**src/rtl/fir_inv_pkg.sv**
```systemverilog
`default_nettype none
//------------------------------------------------------------------------------
// Module  : fir_inv_pkg
// Brief   : Shared constants, coefficient table and state encoding for the
//           recursive FIR deconvolver.
// Revision: 1.0 - initial release
//------------------------------------------------------------------------------
package fir_inv_pkg;

  localparam int ACC_W_DEF = 20;

  // FIR coefficients h[k] = k+1; h[0] = 1 removes the need for a divider
  localparam logic [3:0] FIR_H [0:7] = '{4'd1, 4'd2, 4'd3, 4'd4,
                                         4'd5, 4'd6, 4'd7, 4'd8};

  localparam int X_MAX = 127;
  localparam int X_MIN = -128;

  typedef enum logic [1:0] {
    IDLE = 2'd0,
    MAC  = 2'd1,
    OUT  = 2'd2
  } state_t;

endpackage
`default_nettype wire

```
**src/rtl/fir_inv_mac.sv**
```systemverilog
`default_nettype none
//------------------------------------------------------------------------------
// Module  : fir_inv_mac
// Brief   : Combinational multiply-subtract acc - h*x used once per MAC cycle.
// Revision: 1.0 - initial release
//------------------------------------------------------------------------------
module fir_inv_mac #(
  parameter int ACC_W = 20
) (
  input  logic signed [ACC_W-1:0] i_acc,
  input  logic        [3:0]       i_h,
  input  logic signed [7:0]       i_x,
  output logic signed [ACC_W-1:0] o_diff
);

  logic signed [12:0] w_prod;

  // coefficient is unsigned 4-bit, zero-extended to stay positive in signed math
  assign w_prod = $signed({1'b0, i_h}) * i_x;
  assign o_diff = i_acc - {{(ACC_W-13){w_prod[12]}}, w_prod};

endmodule
`default_nettype wire

```
**src/rtl/fir_inverse.sv**
```systemverilog
`default_nettype none
//------------------------------------------------------------------------------
// Module  : fir_inverse
// Brief   : Time-multiplexed recursive deconvolver for the 4-tap FIR
//           (x[n] = y[n] - sum h[k]*x[n-k]); optional output clamp via
//           FIR_INV_SAT_EN, otherwise two's-complement wrap.
// Revision: 1.0 - initial release
//------------------------------------------------------------------------------
module fir_inverse
  import fir_inv_pkg::*;
#(
  parameter int N     = 4,
  parameter int ACC_W = ACC_W_DEF
) (
  input  logic        clk,
  input  logic        reset_n,
  input  logic [15:0] y_in,
  input  logic        y_valid,
  output logic        y_ready,
  input  logic        clear_hist,
  output logic [7:0]  x_out,
  output logic        x_valid,
  input  logic        x_ready,
  output logic        sat_out
);

  localparam logic [2:0] C_K_LAST = 3'(N-1);

  state_t                   r_state;
  logic signed [ACC_W-1:0]  r_acc;
  logic        [2:0]        r_k;
  logic signed [7:0]        r_hist [1:N-1];
  logic        [7:0]        r_x_out;
  logic                     r_x_valid;
  logic                     r_sat;

  logic signed [ACC_W-1:0]  w_mac;
  logic signed [7:0]        w_xh;
  logic        [3:0]        w_h;
  logic        [7:0]        w_x_narrow;
  logic                     w_sat;
  logic                     w_accept;

  assign y_ready  = reset_n && (r_state == IDLE) && !clear_hist;
  assign w_accept = y_valid && y_ready;
  assign x_out    = r_x_out;
  assign x_valid  = r_x_valid;
  assign sat_out  = r_sat;

  assign w_h = FIR_H[r_k];

  always_comb begin
    w_xh = '0;
    for (int i = 1; i < N; i++) begin
      if (r_k == 3'(i)) w_xh = r_hist[i];
    end
  end

  fir_inv_mac #(
    .ACC_W (ACC_W)
  ) u_mac (
    .i_acc  (r_acc),
    .i_h    (w_h),
    .i_x    (w_xh),
    .o_diff (w_mac)
  );

`ifdef FIR_INV_SAT_EN
  always_comb begin
    w_x_narrow = r_acc[7:0];
    w_sat      = 1'b0;
    if (r_acc > ACC_W'(X_MAX)) begin
      w_x_narrow = 8'(X_MAX);
      w_sat      = 1'b1;
    end else if (r_acc < ACC_W'(X_MIN)) begin
      w_x_narrow = 8'(X_MIN);
      w_sat      = 1'b1;
    end
  end
`else
  logic w_unused;
  assign w_x_narrow = r_acc[7:0];
  assign w_sat      = 1'b0;
  assign w_unused   = ^r_acc[ACC_W-1:8];
`endif

  always_ff @(posedge clk or negedge reset_n) begin
    if (!reset_n) begin
      r_state   <= IDLE;
      r_acc     <= '0;
      r_k       <= '0;
      r_x_out   <= '0;
      r_x_valid <= 1'b0;
      r_sat     <= 1'b0;
      for (int i = 1; i < N; i++) r_hist[i] <= '0;
    end else begin
      case (r_state)
        IDLE: begin
          if (clear_hist) begin
            for (int i = 1; i < N; i++) r_hist[i] <= '0;
          end else if (w_accept) begin
            r_acc   <= {{(ACC_W-16){y_in[15]}}, y_in};
            r_k     <= 3'd1;
            r_state <= MAC;
          end
        end
        MAC: begin
          r_acc <= w_mac;
          r_k   <= r_k + 3'd1;
          if (r_k == C_K_LAST) r_state <= OUT;
        end
        OUT: begin
          // first OUT cycle captures the result; afterwards hold until taken
          if (!r_x_valid) begin
            r_x_out   <= w_x_narrow;
            r_sat     <= w_sat;
            r_x_valid <= 1'b1;
          end else if (x_ready) begin
            for (int i = N-1; i >= 2; i--) r_hist[i] <= r_hist[i-1];
            r_hist[1] <= $signed(r_x_out);
            r_x_valid <= 1'b0;
            r_state   <= IDLE;
          end
        end
        default: r_state <= IDLE;
      endcase
    end
  end

endmodule
`default_nettype wire

```
**config.mk**
```make
export PLATFORM = sky130hd
export DESIGN_NAME = fir_inverse
export DESIGN_NICKNAME = d
export VERILOG_FILES = /design/src/rtl/fir_inv_pkg.sv /design/src/rtl/fir_inv_mac.sv /design/src/rtl/fir_inverse.sv
export SDC_FILE = /design/constraint.sdc
export NUM_CORES = 1
export LEC_CHECK = 0
export ABC_AREA = 1
export CAP_MARGIN = 10
export CORE_UTILIZATION = 35
export CTS_CLUSTER_DIAMETER = 120
export CTS_CLUSTER_SIZE = 14
export DETAILED_ROUTE_END_ITERATION = 10
export HOLD_SLACK_MARGIN = 0.15
export REMOVE_ABC_BUFFERS = 1
export SYNTH_ARGS = -nofsm -noshare
export SYNTH_HDL_FRONTEND = slang
export SYNTH_HIERARCHICAL = 1
export SYNTH_SLANG_ARGS = --single-unit
export TNS_END_PERCENT = 10
```
**constraint.sdc**
```tcl
create_clock -name clk -period 5.5 [get_ports clk]
set_clock_uncertainty 0.1 [all_clocks]
set_input_delay 0.55 -clock clk [delete_from_list [all_inputs] [get_ports clk]]
set_output_delay 0.55 -clock clk [all_outputs]
set_load 0.01 [all_outputs]
```
; Word level (Yosys, flattened, before mapping)
; Memory sizes are Yosys's and may differ from the RTL's.
; Index checks and enable logic that the tools add are counted.
[totals]
latch_bits = 0
regBits = 58
ram_bits = 0
mem_bits_ro = 32
n_memories = 1
[classes]
addsub = 2
n_lt_le_gt_ge = 1
n_mux = 23
shift = 0
n_eq_ne = 11
mul = 1
reduce_logical = 11
n_bitwise = 2
n_div = 0
[mem_list]
columns = name, words, word_bits, rd, rd_clocked_by_memory_dff, write_ports, line_no
row1 = (no name shown), 8, 4, 1, 0, 0, fir_inverse.sv:50  ; assign w_h = FIR_H[r_k];
[ops]
columns = cell, n
row1 = two-way mux 24 bit, 3
row2 = one-hot mux 24 bit (2 select lines), 1
row3 = two-way mux 20 bit, 2
row4 = one-hot mux 20 bit (2 select lines), 1
row5 = two-way mux 8 bit, 3
row6 = subtractor 20 bit, 1
row7 = multiplier 5 x 8 -> 13 bit, 1
row8 = "!= test 2 bit, second input constant", 6
row9 = two-way mux 2 bit, 5
row10 = two-way mux 4 bit, 2
row11 = "== test 3 x 2 -> 1 bit, second input constant", 2
row12 = two-way mux 3 bit, 2
row13 = one-hot mux 2 bit (3 select lines), 1
row14 = one-hot mux 3 bit (2 select lines), 1
row15 = AND reduction 5 bit, 1
row16 = "greater-or-equal comparator 4 bit, second input constant", 1
row17 = inverter 3 -> 4 bit, 1
row18 = AND reduction 4 bit, 1
row19 = nonzero test 2 bit, 2
row20 = "adder 3 x 1 -> 3 bit, second input constant", 1
row21 = "== test 3 x 1 -> 1 bit, second input constant", 1
row22 = logical AND 1 bit, 3
row23 = AND reduction 3 bit, 1
row24 = "== test 2 x 1 -> 1 bit, second input constant", 1
row25 = other kinds (6), 7

; Logic depth before layout (Yosys ltp)
[logic_depth]
ltp_word = 7
mapped_depth = 29
mapped_depth_nobuf = 29

; By module
; The synthesis kept the hierarchy.
[by_module_without_submodules]
columns = module, cells_per_inst, seq_area_each_um2, n_inst, area_per_inst_um2
row1 = fir_inverse, 381, 1451.4, 1, 2997.9
row2 = fir_inv_mac, 364, 0.0, 1, 2317.2

; Worst setup path before layout
; OpenSTA, ideal clock, no wires.
[synth_path]
path_type = register to register
start = register r_k[0]
end = register r_acc[18]
setup_ns = 0.117
t_required_ns = 5.283
period_less_slack_ns = 5.402
path_slack_ns = 0.098
stages_incl_launch_ff = 37
arrival_time_ns = 5.186
path_cell_list = dfrtp_1 -> ha_1 -> ha_1 -> buf_2 -> clkinv_1 -> nand2_1 -> nand2_1 -> nand2_1 -> inv_1 -> ha_1 -> inv_1 -> fa_1 -> fa_1 -> inv_1 -> ha_1 -> a21oi_1 -> nand2_1 -> nand2_1 -> a21oi_1 -> nor2_1 -> xor2_1 -> ha_1 -> a21oi_1 -> o21ai_0 -> a21oi_1 -> o21ai_0 -> nand2_1 -> nand2_1 -> nand2_1 -> nand2_2 -> nand2_1 -> nand2_1 -> xor2_1 -> nand2_1 -> nand2_1 -> nand2_1 -> nand2_1
[synth_via]
elab_chain_cells = 7
elab_cells_between_ends = 13
[synth_rtl]
columns = item, line_no
row1 = "start, declared", fir_inverse.sv:31  ; logic [2:0] r_k;
row2 = "start signal, assigned", fir_inverse.sv:109  ; r_k <= r_k + 3'd1;
row3 = == test 3 x 1 -> 1 bit, fir_inverse.sv:55  ; if (r_k == 3'(i)) w_xh = r_hist[i];
row4 = two-way mux 8 bit (2 in series), fir_inverse.sv:55
row5 = two-way mux 8 bit (*), fir_inverse.sv:55
row6 = named net w_xh[2], fir_inverse.sv:38  ; logic signed [7:0] w_xh;
row7 = multiplier 5 x 8 -> 13 bit (*), fir_inv_mac.sv:19  ; assign w_prod = $signed({1'b0, i_h}) * i_x;
row8 = subtractor 20 bit (*), fir_inv_mac.sv:20  ; assign o_diff = i_acc - {{(ACC_W-13){w_prod[12]}}, w_prod};
row9 = named net w_mac[18], fir_inverse.sv:37  ; logic signed [ACC_W-1:0] w_mac;
row10 = one-hot mux 20 bit (2 select lines) (*), fir_inverse.sv:97  ; case (r_state)
row11 = "end signal, assigned", fir_inverse.sv:102  ; r_acc <= {{(ACC_W-16){y_in[15]}}, y_in};
row12 = "end signal, assigned", fir_inverse.sv:108  ; r_acc <= w_mac;
row13 = "end, declared", fir_inverse.sv:30  ; logic signed [ACC_W-1:0] r_acc;
; Mark *: on every way through the listed nets, which the timed path passes. The rest lies on a longest branch. The select of a mux whose other input is x is not followed.
; A chain may end at the register's enable or synchronous reset.

; Worst setup path after layout
[layout_path]
start = register r_k[0]
end = register r_acc[7]
; Same word-level chain as after synthesis.

==> impl_metrics.sql <==
INSERT INTO impl_metrics (metric_group, metric, value, unit) VALUES
('worst_setup_path', 'crit_path_max_fanout', '8', ''),
('yosys', 'synthCells', '447', ''),
('yosys', 'syn_area_per_cell', '7.66', 'um2'),
('timing', 'timing.fmax', '203', 'MHz'),
('global_routing', 'grt_pass1_vias', '2588', ''),
('clock_network', 'clk_pin_slew', '0.10', 'ns'),
('placed_design', 'numPortBuffers', '22', ''),
('worst_setup_path', 'arrival', '5.08', 'ns'),
('timing', 'post_route_setup_tns', '0', 'ns'),
('floorplan', 'num_io_pins', '32', ''),
('placed_design', 'detailed_placer_s_ending_hpwl', '5.02', 'mm'),
('worst_setup_path', 'critical_path.most_common_cell', 'nand2_1', ''),
('global_routing', 'grt_start_max_net_pins', '48', ''),
('worst_setup_path', 'cp-start-kind', 'flip-flop', ''),
('yosys', 'yosys_warnings', '6', ''),
('global_routing', 'grt_residual_overflow', '0', ''),
('clock_network', 'cts_post_setup_buffers_inserted', '0', ''),
('final_layout', 'num_antenna_cells', '0', ''),
('timing', 'min_period_over_period', '89.7', '%'),
('route', 'post_drt_wl_per_cell', '11.6', 'um'),
('worst_setup_path', 'timing.critical_path.slowest_stage_cell', 'fa_1', ''),
('global_routing', 'grt_first_pass_wirelength', '12.4', 'mm'),
('route', 'viasPerCell', '4.40', ''),
('clock_network', 'cts.path.max_buffers', '2', ''),
('floorplan', 'start_util', '36.5', '%'),
('power', 'power_leakage', '2.03', 'nW'),
('final_layout', 'fin_nets', '523', ''),
('final_layout', 'postLayoutCellArea', '0.00380', 'mm2'),
('timing', 'timing.final.setup_violations', '0', ''),
('floorplan', 'die_width', '101', 'um'),
('route', 'routed-via-count', '2609', ''),
('route', 'drt-initial-drc-count', '135', ''),
('power', 'power.ir.vdd_worst', '289', 'uV'),
('final_layout', 'areaGrowthSynthToFinish', '10.9', '%'),
('worst_hold_path', 'timing.hold.worst.class', 'in -> async', ''),
('floorplan', 'fp.coreArea', '0.00937', 'mm2'),
('status', 'status', 'finished clean', ''),
('route', 'drt_pass1_iterations', '4', ''),
('final_layout', 'postLayoutCoreUtil', '40.5', '%'),
('route', 'ant_nets', '0', ''),
('floorplan', 'die-height', '101', 'um'),
('job', 'drv_cap', '0', ''),
('power', 'power_per_cell_area', '363', 'mW/mm2'),
('worst_setup_path', 'worstSetupEndpointType', 'flip-flop', ''),
('clock_network', 'tritoncts', 'yes', ''),
('route', 'drt_drc_violations_left', '0', ''),
('floorplan', 'dieArea', '0.0102', 'mm2'),
('placed_design', 'gpl.final_weighted_congestion', '0.773', ''),
('clock_network', 'cell_at_the_root_of_the_clock_tree', 'clkbuf_8', ''),
('route', 'total_wirelength', '6.90', 'mm'),
('timing', 'final.min_clock_period', '4.93', 'ns'),
('placed_design', 'pre_cts_ws', '0.507', 'ns'),
('timing', 'rsz0062_at_grt', 'false', ''),
('worst_setup_path', 'critPathRequiredTime', '5.64', 'ns'),
('worst_setup_path', 'critical_path_class', 'reg -> reg', ''),
('worst_setup_path', 'max_stage_delay', '0.54', 'ns'),
('final_layout', 'post_route_cells_drive_above_1_share', '10.8', '%'),
('timing', 'timing_worst_slew_pin_value', '0.943', 'ns'),
('timing', 'finalHoldViolations', '0', ''),
('clock_network', 'tritoncts.num_buffers', '5', ''),
('clock_network', 'clock-sinks', '46', ''),
('power', 'totalPowerFinal', '1.38', 'mW'),
('global_routing', 'grt_usage', '15.6', '%'),
('placed_design', 'dpl_cell_area', '0.00371', 'mm2'),
('timing', 'slew_violations', '0', ''),
('clock_network', 'htreeDepth', '2', ''),
('timing', 'setup_ws', '0.565', 'ns'),
('global_routing', 'number_of_antenna_violations_at_the_first_check_in_global_routing', '0', ''),
('timing', 'slew-limit-headroom', '36.9', '%'),
('yosys', 'syn-cell-area', '0.00342', 'mm2'),
('floorplan', 'rows', '35', ''),
('clock_network', 'clock_latency_on_the_worst_skew_pair', '0.30', 'ns');
flip-flops by register name, indices dropped and copies added (netlist names):
name     count
r_state      2
x_out        8
r_k          3
r_hist      24
x_valid      1
r_acc        8
repair_timing:
action | 4_1_cts | 5_1_grt
hold buffers | 0 | 0
endpoints found under the setup margin | 0 | 1
gates resized for setup | 0 | 1
metal layers:
| metal | vias to the layer above | global-route usage [%] | share of wire [%] |
|---|---|---|---|
| met1 | 1203 | 21.2 | 49 |
| met3 | 4 | 2.57 | 2.3 |
| li1 | 1370 | - | - |
| met2 | 32 | 26.3 | 48 |
| met4 | 0 | 2.56 | 0.75 |
| met5 | - | 0 | 0 |
final cells by class:
type / count / area, um2
multi-input combinational: 298 / 1820
inverter: 85 / 319
sequential: 46 / 1150
timing repair buffer: 27 / 253
clock inverter: 3 / 21.3
fill: 991 / 5570
tap: 129 / 161
clock buffer: 5 / 68.8
cell usage in the layout (no fill, tap or decap):
cell type,n
nor4_1,1
nor2_1,3
clkinvlp_4,1
clkinv_2,1
nand3_1,21
buf_2,1
dfrtp_1,46
nand2_1,163
clkbuf_8,5
a31oi_1,1
o21bai_1,2
nand2_2,3
nor2_4,1
nor2_2,2
o21ai_2,20
ha_1,28
o21ai_4,1
clkinv_4,1
o21ai_0,11
xnor2_1,3
clkdlybuf4s50_1,21
inv_1,78
nand3_2,1
inv_2,5
xor2_1,8
o21ai_1,5
a21oi_1,9
buf_4,5
or2_2,1
conb_1,1
clkinv_1,2
nand2_4,2
fa_1,11
final timing paths:
path | from | to | slack (ns) | cells after the start
max in group asynchronous | reset_n | x_out[1] | 4.64 | 2
setup / recovery | r_k[0] | r_acc[7] | 0.57 | 26
setup reg to reg | r_k[0] | r_acc[7] | 0.57 | 26
hold reg to reg | x_out[6] | x_out[6] | 0.41 | 2
hold / removal | reset_n | r_acc[2] | 0.24 | 2
min in group clk | x_out[6] | x_out[6] | 0.41 | 2
where the power goes:
group	internal, mW	switching [mW]
Combinational	0.246	0.412
Sequential	0.416	0.0881
Clock	0.0897	0.126
per-stage QoR:
step                hold slack, ns  cells
floorplan                    0.154    429
global placement             0.385    585
detailed placement           0.390    585
CTS                          0.261    593
global route                 0.294    593
finish                       0.240    593
critical path: cells and delay by family, from the launching register on:
family | cells | cell delay (ns)
AOI/OAI and AO/OA | 4 | 0.53
xor gates and xnor gates | 2 | 0.34
adders and majority gates | 7 | 2.42
buffers and inverters | 4 | 0.36
DFF | 1 | 0.41
and+or+nand+nor | 9 | 0.74
Power figures use the tool's default switching activity.
